## src/rtl/fifo_uart_pkg.sv

```systemverilog
// fifo_uart_pkg: shared constants for the FIFO-fed UART transmitter.
// State encoding, parity modes and the parity helper.
package fifo_uart_pkg;

  localparam logic [2:0] S_IDLE   = 3'd0;
  localparam logic [2:0] S_FETCH  = 3'd1;
  localparam logic [2:0] S_WAIT   = 3'd2;
  localparam logic [2:0] S_START  = 3'd3;
  localparam logic [2:0] S_DATA   = 3'd4;
  localparam logic [2:0] S_PARITY = 3'd5;
  localparam logic [2:0] S_STOP   = 3'd6;

  typedef enum logic [2:0] {
    ST_IDLE   = S_IDLE,
    ST_FETCH  = S_FETCH,
    ST_WAIT   = S_WAIT,
    ST_START  = S_START,
    ST_DATA   = S_DATA,
    ST_PARITY = S_PARITY,
    ST_STOP   = S_STOP
  } state_t;

  localparam int PAR_NONE = 0;
  localparam int PAR_EVEN = 1;
  localparam int PAR_ODD  = 2;

  function automatic logic par_bit(
    input logic [7:0] d,
    input int         mode
  );
    return (mode == PAR_ODD) ? ~^d : ^d;
  endfunction

endpackage

```

## src/rtl/fifo_uart_tx_baud.sv

```systemverilog
// uart_baud_gen: bit-period counter for the UART transmitter.
// bit_tick marks the last cycle of each bit period.
module uart_baud_gen #(
  parameter int CLKS_PER_BIT = 16,
  parameter int CW           = 4
) (
  input  logic          clock,
  input  logic          reset_n,
  input  logic          clear,
  output logic          bit_tick,
  output logic [CW-1:0] count
);

  localparam logic [CW-1:0] LAST = CW'(CLKS_PER_BIT - 1);

  logic [CW-1:0] r_cnt;

  // Count 0..CLKS_PER_BIT-1, wrap on every bit boundary, hold 0 while cleared
  always_ff @(posedge clock or negedge reset_n) begin
    if (!reset_n) begin
      r_cnt <= '0;
    end else if (clear || (r_cnt == LAST)) begin
      r_cnt <= '0;
    end else begin
      r_cnt <= r_cnt + 1'b1;
    end
  end

  assign bit_tick = (r_cnt == LAST) && !clear;
  assign count    = r_cnt;

endmodule

```

## src/rtl/fifo_uart_tx.sv

```systemverilog
// fifo_uart_tx: pops bytes from a FIFO and sends them as UART frames.
// Start, 8 data bits LSB-first, optional parity, 1 or 2 stop bits.
module fifo_uart_tx
  import fifo_uart_pkg::*;
#(
  parameter int CLKS_PER_BIT = 16,
  parameter int PARITY       = 0,
  parameter int STOP_BITS    = 1
) (
  input  logic       clock,
  input  logic       reset_n,
  input  logic       enable,
  input  logic       fifo_empty,
  input  logic [7:0] fifo_data,
  output logic       fifo_read_enable,
  output logic       tx,
  output logic       busy,
  output logic       frame_done
);

  localparam int CW = $clog2(CLKS_PER_BIT);
  localparam logic [CW-1:0] PRE_LAST = CW'(CLKS_PER_BIT - 2);
  localparam logic STOP_LAST = 1'(STOP_BITS - 1);

  state_t     r_state;
  logic [7:0] r_shift;
  logic       r_par;
  logic [2:0] r_bit_idx;
  logic       r_stop_cnt;
  logic       r_tx;
  logic       r_busy;
  logic       r_rd;
  logic       r_done;

  logic          w_tick;
  logic [CW-1:0] w_count;
  logic          w_baud_clr;
  logic          w_start;
  logic          w_stop_last;

  assign w_start     = enable && !fifo_empty;
  assign w_stop_last = (r_stop_cnt == STOP_LAST);
  assign w_baud_clr  = (r_state == ST_IDLE) ||
                       (r_state == ST_FETCH) ||
                       (r_state == ST_WAIT);

  uart_baud_gen #(
    .CLKS_PER_BIT(CLKS_PER_BIT),
    .CW          (CW)
  ) u_baud (
    .clock   (clock),
    .reset_n (reset_n),
    .clear   (w_baud_clr),
    .bit_tick(w_tick),
    .count   (w_count)
  );

  // Frame sequencer with registered line, strobe and status outputs
  always_ff @(posedge clock or negedge reset_n) begin
    if (!reset_n) begin
      r_state    <= ST_IDLE;
      r_shift    <= '0;
      r_par      <= 1'b0;
      r_bit_idx  <= '0;
      r_stop_cnt <= 1'b0;
      r_tx       <= 1'b1;
      r_busy     <= 1'b0;
      r_rd       <= 1'b0;
      r_done     <= 1'b0;
    end else begin
      r_rd   <= 1'b0;
      r_done <= 1'b0;
      unique case (r_state)
        ST_IDLE: begin
          r_tx <= 1'b1;
          if (w_start) begin
            r_state <= ST_FETCH;
            r_rd    <= 1'b1;
            r_busy  <= 1'b1;
          end else begin
            r_busy  <= 1'b0;
          end
        end
        ST_FETCH: begin
          r_state <= ST_WAIT;
        end
        ST_WAIT: begin
          r_shift    <= fifo_data;
          r_par      <= par_bit(fifo_data, PARITY);
          r_bit_idx  <= '0;
          r_stop_cnt <= 1'b0;
          r_tx       <= 1'b0;
          r_state    <= ST_START;
        end
        ST_START: begin
          if (w_tick) begin
            r_tx    <= r_shift[0];
            r_shift <= r_shift >> 1;
            r_state <= ST_DATA;
          end
        end
        ST_DATA: begin
          if (w_tick) begin
            if (r_bit_idx == 3'd7) begin
              if (PARITY != PAR_NONE) begin
                r_tx    <= r_par;
                r_state <= ST_PARITY;
              end else begin
                r_tx    <= 1'b1;
                r_state <= ST_STOP;
              end
            end else begin
              r_tx      <= r_shift[0];
              r_shift   <= r_shift >> 1;
              r_bit_idx <= r_bit_idx + 1'b1;
            end
          end
        end
        ST_PARITY: begin
          if (w_tick) begin
            r_tx    <= 1'b1;
            r_state <= ST_STOP;
          end
        end
        ST_STOP: begin
          if (w_stop_last && (w_count == PRE_LAST)) begin
            r_done <= 1'b1;
          end
          if (w_tick) begin
            if (w_stop_last) begin
              r_stop_cnt <= 1'b0;
              if (w_start) begin
                r_state <= ST_FETCH;
                r_rd    <= 1'b1;
              end else begin
                r_state <= ST_IDLE;
                r_busy  <= 1'b0;
              end
            end else begin
              r_stop_cnt <= r_stop_cnt + 1'b1;
            end
          end
        end
        default: begin
          r_state <= ST_IDLE;
          r_tx    <= 1'b1;
          r_busy  <= 1'b0;
        end
      endcase
    end
  end

  assign tx               = r_tx;
  assign busy             = r_busy;
  assign fifo_read_enable = r_rd;
  assign frame_done       = r_done;

endmodule

```

## config.mk

```make
export PLATFORM = sky130hd
export DESIGN_NAME = fifo_uart_tx
export DESIGN_NICKNAME = d
export VERILOG_FILES = /design/src/rtl/fifo_uart_pkg.sv /design/src/rtl/fifo_uart_tx_baud.sv /design/src/rtl/fifo_uart_tx.sv
export SDC_FILE = /design/constraint.sdc
export NUM_CORES = 1
export LEC_CHECK = 0
export CAP_MARGIN = 20
export CORE_ASPECT_RATIO = 0.7
export CORE_MARGIN = 5
export CORE_UTILIZATION = 48
export DETAILED_ROUTE_END_ITERATION = 10
export GPL_TIMING_DRIVEN = 0
export PLACE_DENSITY = 0.83
export SYNTH_ARGS = -nofsm -noshare
export SYNTH_HDL_FRONTEND = slang
export SYNTH_SLANG_ARGS = --single-unit
```

## constraint.sdc

```tcl
create_clock -name clock -period 1.64 [get_ports clock]
set_input_delay 0.164 -clock clock [delete_from_list [all_inputs] [get_ports clock]]
set_output_delay 0.164 -clock clock [all_outputs]
set_load 0.05 [all_outputs]
```

==> results of run 1 <==
## worst max-delay path: stages (launching register included)
cell	delay, ns
dfrtp_1	0.41
ha_2	0.19
ha_4	0.17
nor4b_4	0.26
buf_6	0.16
o22ai_4	0.13
o2bb2ai_1	0.15
## path summary, 6_finish.rpt
kind	endpoint	slack (ns)	cells after the start
setup / recovery	r_shift[5]	0.06	6
hold / removal	r_state[0]	0.11	1
setup reg to reg	r_shift[5]	0.06	6
hold reg to reg	r_shift[6]	0.50	1
max in group asynchronous	r_shift[3]	1.11	2
min in group clock	r_shift[7]	0.40	3
## repair_timing
item,in CTS,in global routing
endpoints found under the setup margin,16,14
setup buffers,5,5
hold buffers,0,0
gates resized for setup,8,17
pin swaps,2,1
## metrics by stage
step / setup WS [ns] / setup TNS, ns
5_1_grt: -0.00441 / -0.00962
3_5_place_dp: -0.111 / -0.926
3_3_place_gp: -0.0421 / -0.297
6_report: 0.0646 / 0
4_1_cts: 0.00229 / 0
2_1_floorplan: 0.0792 / 0
## Yosys cell counts (2+ instances only)
cell | n | area (um^2)
nor3_1 | 3 | 15.0
o21ai_0 | 5 | 25.0
ha_1 | 4 | 50.1
o22ai_1 | 3 | 18.8
nand2_1 | 12 | 45.0
nand4b_1 | 2 | 17.5
a21oi_1 | 9 | 45.0
nor2b_1 | 2 | 12.5
o2bb2ai_1 | 8 | 70.1
inv_1 | 4 | 15.0
mux2i_1 | 7 | 70.1
nor2_1 | 6 | 22.5
dfrtp_1 | 21 | 526
nand3_1 | 7 | 35.0
clkbuf_1 | 3 | 11.3
buf_2 | 5 | 25.0
nand2b_1 | 3 | 18.8
and2_1 | 7 | 43.8
## layer usage
metal  track usage, %  wire length (um)
met1             20.0              1300
met2             29.5              1400
met3             5.21               156
met4             5.73                31
met5                0                 0
## cell families after synthesis
family                     after synthesis  share of synthesized area (%)
DFF                                     22                           45.4
muxes                                    7                           5.76
adders and majority gates                4                           4.12
and+or+nand+nor                         46                           20.4
buffers and inverters                   12                           4.22
xor gates and xnor gates                 1                          0.720
AOI/OAI and AO/OA                       33                           19.4
## final cells by class
cell class	instances	area share, %
Buffer	8	2.88
Clock buffer	4	2.20
Inverter	4	0.910
Multi-Input combinational cell	91	41.7
Sequential cell	22	33.5
Tap cell	34	2.58
Timing Repair Buffer	26	16.2
## sequential cells by signal, indices dropped and copies added, names as in the netlist
signal,count
tx,1
u_baud.count,4
r_state,3
r_shift,8
busy,1
fifo_read_enable,1
r_bit_idx,3
frame_done,1
## power by group
part / switching [mW] / internal (mW)
Sequential: 0.00673 / 0.552
Combinational: 0.0332 / 0.0431
Clock: 0.172 / 0.136
Total: 0.212 / 0.731
==> qor.csv, run 1 <==
metric;value;unit
Critical Path Fanout Max;8;
Synth Cell Area;1220;um^2
Reg clk slew, reported paths;0.13;ns
placed inst area;1420;um^2
Rows;15;
worst path required time;1.84;ns
peak supply drop;0.443;mV
Placed Cells;174;
RR Startpoint;r_bit_idx[1];
Max Freq;635;MHz
Via-to-Cell Ratio;5.62;
Num CTS Buffers;3;
final setup vio count;0;
DRC marker count from the first detailed-route iteration;63;
Final min period;1.58;ns
Non-Filler Instances;189;
worst hold path class;input pin to async pin;
Layout area overhead;35.7;%
Die W;70.2;um
root buf cell;clkbuf_4;
#FFs+latches synth;22;
largest net degree at the start of global routing;23;
DRT Wirelength;2880;um
Slew headroom;66.0;%
Hold Fails Final Rpt;0;
grt total ovfl;0;
CP Launch Point;r_bit_idx[1];
worst slew pin tran;0.510;ns
predominant post-synthesis flop cell;dfrtp_1;
CTS tree;built;
worst hold slack;0.109;ns
Layout Utilization;67.6;%
initial core utilization;49.8;%
remaining antenna violation count;0;
sequential cell area;553;um^2
die area;3660;um^2
gr usage total;16.9;%
CTS HTree Levels;1;
IO Port Bufs;15;
Post-Syn Instances;125;
Total Power;942;uW
most common cell after layout, fill and taps aside;dfrtp_1;
Final Instance Area;1650;um^2
filler cell count;208;
worst skew pair latency;0.31;ns
worst path arrival time;1.77;ns
Nets;172;
static leakage power;0.716;nW
Startpoint Class;register;
CP Capture Type;register;
fraction of registers with async set or reset after synthesis;100;%
vias;1062;
Multi-input gate area;688;um^2
syn_nets;141;
max-slew violations;0;
DRT Pass-1 Iters;4;
vias in the first global route;1079;
pwr dens;571;nW/um^2
RSZ-0062 raised after global routing;yes;
commonest non-fill, non-tap cells in the layout;dfrtp_1, nand2_1, clkdlybuf4s50_1;
fraction of layout cells with a size suffix above 1;23.2;%
status;completed;
clock sinks;22;
Clock Path Buffers;2;
DP HPWL;1950;um
Ports;16;
initial antenna violation count;0;
synth unique cells;32;
Post-synth EDFFs;0;
Seq/Total Area, Yosys;45.4;%
n_diodes;0;
die height;52.1;um
CP Class;register to register;
Max Cap Viol;0;
synthesized area per cell;9.73;um^2
Residual DRC;0;
fraction of the cycle the final worst path needs;96.1;%
GPL Wtd Cong;0.856;
WL/cell;15.2;um
Core Box Area;2440;um^2
Yosys warnings;0;
first-pass GRT wire length;4880;um
Final Skew;0.0112;ns
(Power assumes the default switching activity.)
==> run 2: changes to the inputs <==
- CELL_PAD_IN_SITES_DETAIL_PLACEMENT: default -> 0
- CELL_PAD_IN_SITES_GLOBAL_PLACEMENT: default -> 2
- CORE_UTILIZATION: 48 -> 30
- PLACE_DENSITY: 0.83 -> 0.82
==> run 2 against run 1 <==
Sequential share of layout area rose by 0.78 points. Fmax is 1.1% lower. Setup slack worse by 0.017 ns. Die area rose by 49%. Global-route usage down 5.8 points. Largest power group unchanged. Sequential power about the same. Final area decreased by 2.3%.
==> qor.csv, run 2 (synthesis results as in run 1) <==
metric;value;unit
Slowest-stage cell, CP;dfrtp_1;
Max Freq;628;MHz
root buf cell;clkbuf_8;
status;completed;
Largest Register;r_shift;
Slew headroom;65.9;%
CTS HTree Levels;1;
Reg clk slew, reported paths;0.08;ns
Clock Path Buffers;2;
DRT Wirelength;2820;um
Reg power frac;54.5;%
grt total ovfl;0;
Comb pwr share;6.7;%
Num CTS Buffers;3;
Final Skew;0.00511;ns
Nets;168;
initial core utilization;31.0;%
Non-Filler Instances;203;
Final min period;1.59;ns
hold buffer count at CTS;0;
cell chain of the critical path;ha_2 > ha_4 > nor4b_4 > buf_4 > o22ai_4 > o2bb2ai_1;
WL/cell;13.9;um
Power Internal;804;uW
fraction of the cycle the final worst path needs;97.1;%
CP Capture Type;register;
first-pass GRT wire length;4890;um
Via-to-Cell Ratio;4.93;
peak supply drop;0.339;mV
gr usage total;11.1;%
worst skew pair latency;0.27;ns
RSZ-0062 raised after global routing;yes;
CTS tree;built;
largest net degree at the start of global routing;23;
vias;1001;
Hold Fails Final Rpt;0;
vias in the first global route;1026;
Die W;86.1;um
commonest non-fill, non-tap cells in the layout;dfrtp_1, clkdlybuf4s50_1, nand2_1;
most common cell after layout, fill and taps aside;dfrtp_1;
Critical Path Fanout Max;8;
Core Box Area;3920;um^2
die area;5450;um^2
fraction of layout cells with a size suffix above 1;19.2;%
Worst path max stage delay;0.41;ns
CP top delay family;flip-flops;
worst hold path class;input pin to async pin;
pwr dens;634;nW/um^2
worst path arrival time;1.74;ns
die height;63.3;um
max-slew violations;0;
Layout area overhead;32.6;%
Max Cap Viol;0;
Buf/Inv on CP;1;
remaining antenna violation count;0;
clock sinks;22;
Rows;19;
Ports;16;
clock share of power;38.8;%
CP Class;register to register;
switching share of power;21.4;%
static leakage power;0.659;nW
max reg flops;8;
DP HPWL;1940;um
IO Port Bufs;15;
initial antenna violation count;0;
worst slew pin tran;0.510;ns
filler cell count;392;
GPL Wtd Cong;0.788;
worst path required time;1.78;ns
Startpoint Class;register;
worst hold slack;0.230;ns
TNS Setup;0;ns
Sw Pwr;219;uW
final setup vio count;0;
n_diodes;0;
DRC marker count from the first detailed-route iteration;73;
Placed Cells;192;
Residual DRC;0;
DRT Pass-1 Iters;4;
## run 2: cell types whose count changed in the layout (fill, tap and decap cells not counted), moves of 2 or more
cell and change:
o2bb2ai_1 +3, o2bb2ai_2 -3, clkdlybuf4s50_1 +2, buf_6 -2, clkbuf_4 -3, clkbuf_8 +3
## run 2: stage by stage
stage	worst slack, ns	power [mW]	util [%]	area, um^2
3_3_place_gp	-0.0660	0.632	36.7	1440
4_1_cts	0.0166	1.03	39.5	1550
3_5_place_dp	-0.113	0.634	36.7	1440
6_report	0.0478	1.02	41.1	1610
5_1_grt	-0.0368	1.07	41.1	1610
2_1_floorplan	0.0792	0.589	-	1220
## run 2: cell type report
class                           count  area, um^2  share of cell area, %
Tap cell                           52        65.1                   4.03
Inverter                            4        15.0                  0.931
Timing Repair Buffer               22         208                   12.9
Sequential cell                    22         553                   34.3
Multi-Input combinational cell     91         673                   41.7
Clock buffer                        4        55.1                   3.41
Buffer                              8        43.8                   2.72
## run 2: power by group through the flow
stage          combinational (mW)  clock [mW]  sequential, mW
2_1_floorplan              0.0184           0           0.571
3_3_place_gp               0.0649           0           0.567
3_5_place_dp               0.0667           0           0.568
4_1_cts                    0.0661       0.410           0.557
5_1_grt                    0.0763       0.430           0.558
6_report                   0.0685       0.397           0.557
## run 2: worst paths after layout
kind,startpoint,end,slack [ns],cells past startpoint
max,r_bit_idx[0],r_shift[2],0.05,6
min,reset_n,frame_done,0.23,1
max reg2reg,r_bit_idx[0],r_shift[2],0.05,6
min reg2reg,r_shift[1],r_shift[1],0.48,1
max in group asynchronous,reset_n,tx,0.86,2
min in group clock,fifo_data[7],r_shift[7],0.45,3
## run 2: worst register-to-register path: cells and delay by family, from the launching register on
kind,cells,cell delay (ns)
DFF,1,0.41
and+or+nand+nor,1,0.24
AOI/OAI and AO/OA,2,0.26
adders and majority gates,2,0.38
buffers and inverters,1,0.19
## run 2: what timing repair did
| item | CTS | global route |
|---|---|---|
| endpoints found under the setup margin | 15 | 13 |
| gates resized for setup | 8 | 9 |
| pin swaps | 2 | 3 |
| buffers inserted | 5 | 1 |
## run 2: routing by layer
| metal | part of all wire, % | track usage, % | vias up |
|---|---|---|---|
| met5 | 0 | 0 | - |
| li1 | - | - | 504 |
| met4 | 0.43 | 2.37 | 0 |
| met3 | 5.3 | 3.78 | 2 |
| met1 | 50 | 15.4 | 472 |
| met2 | 44 | 16.7 | 23 |
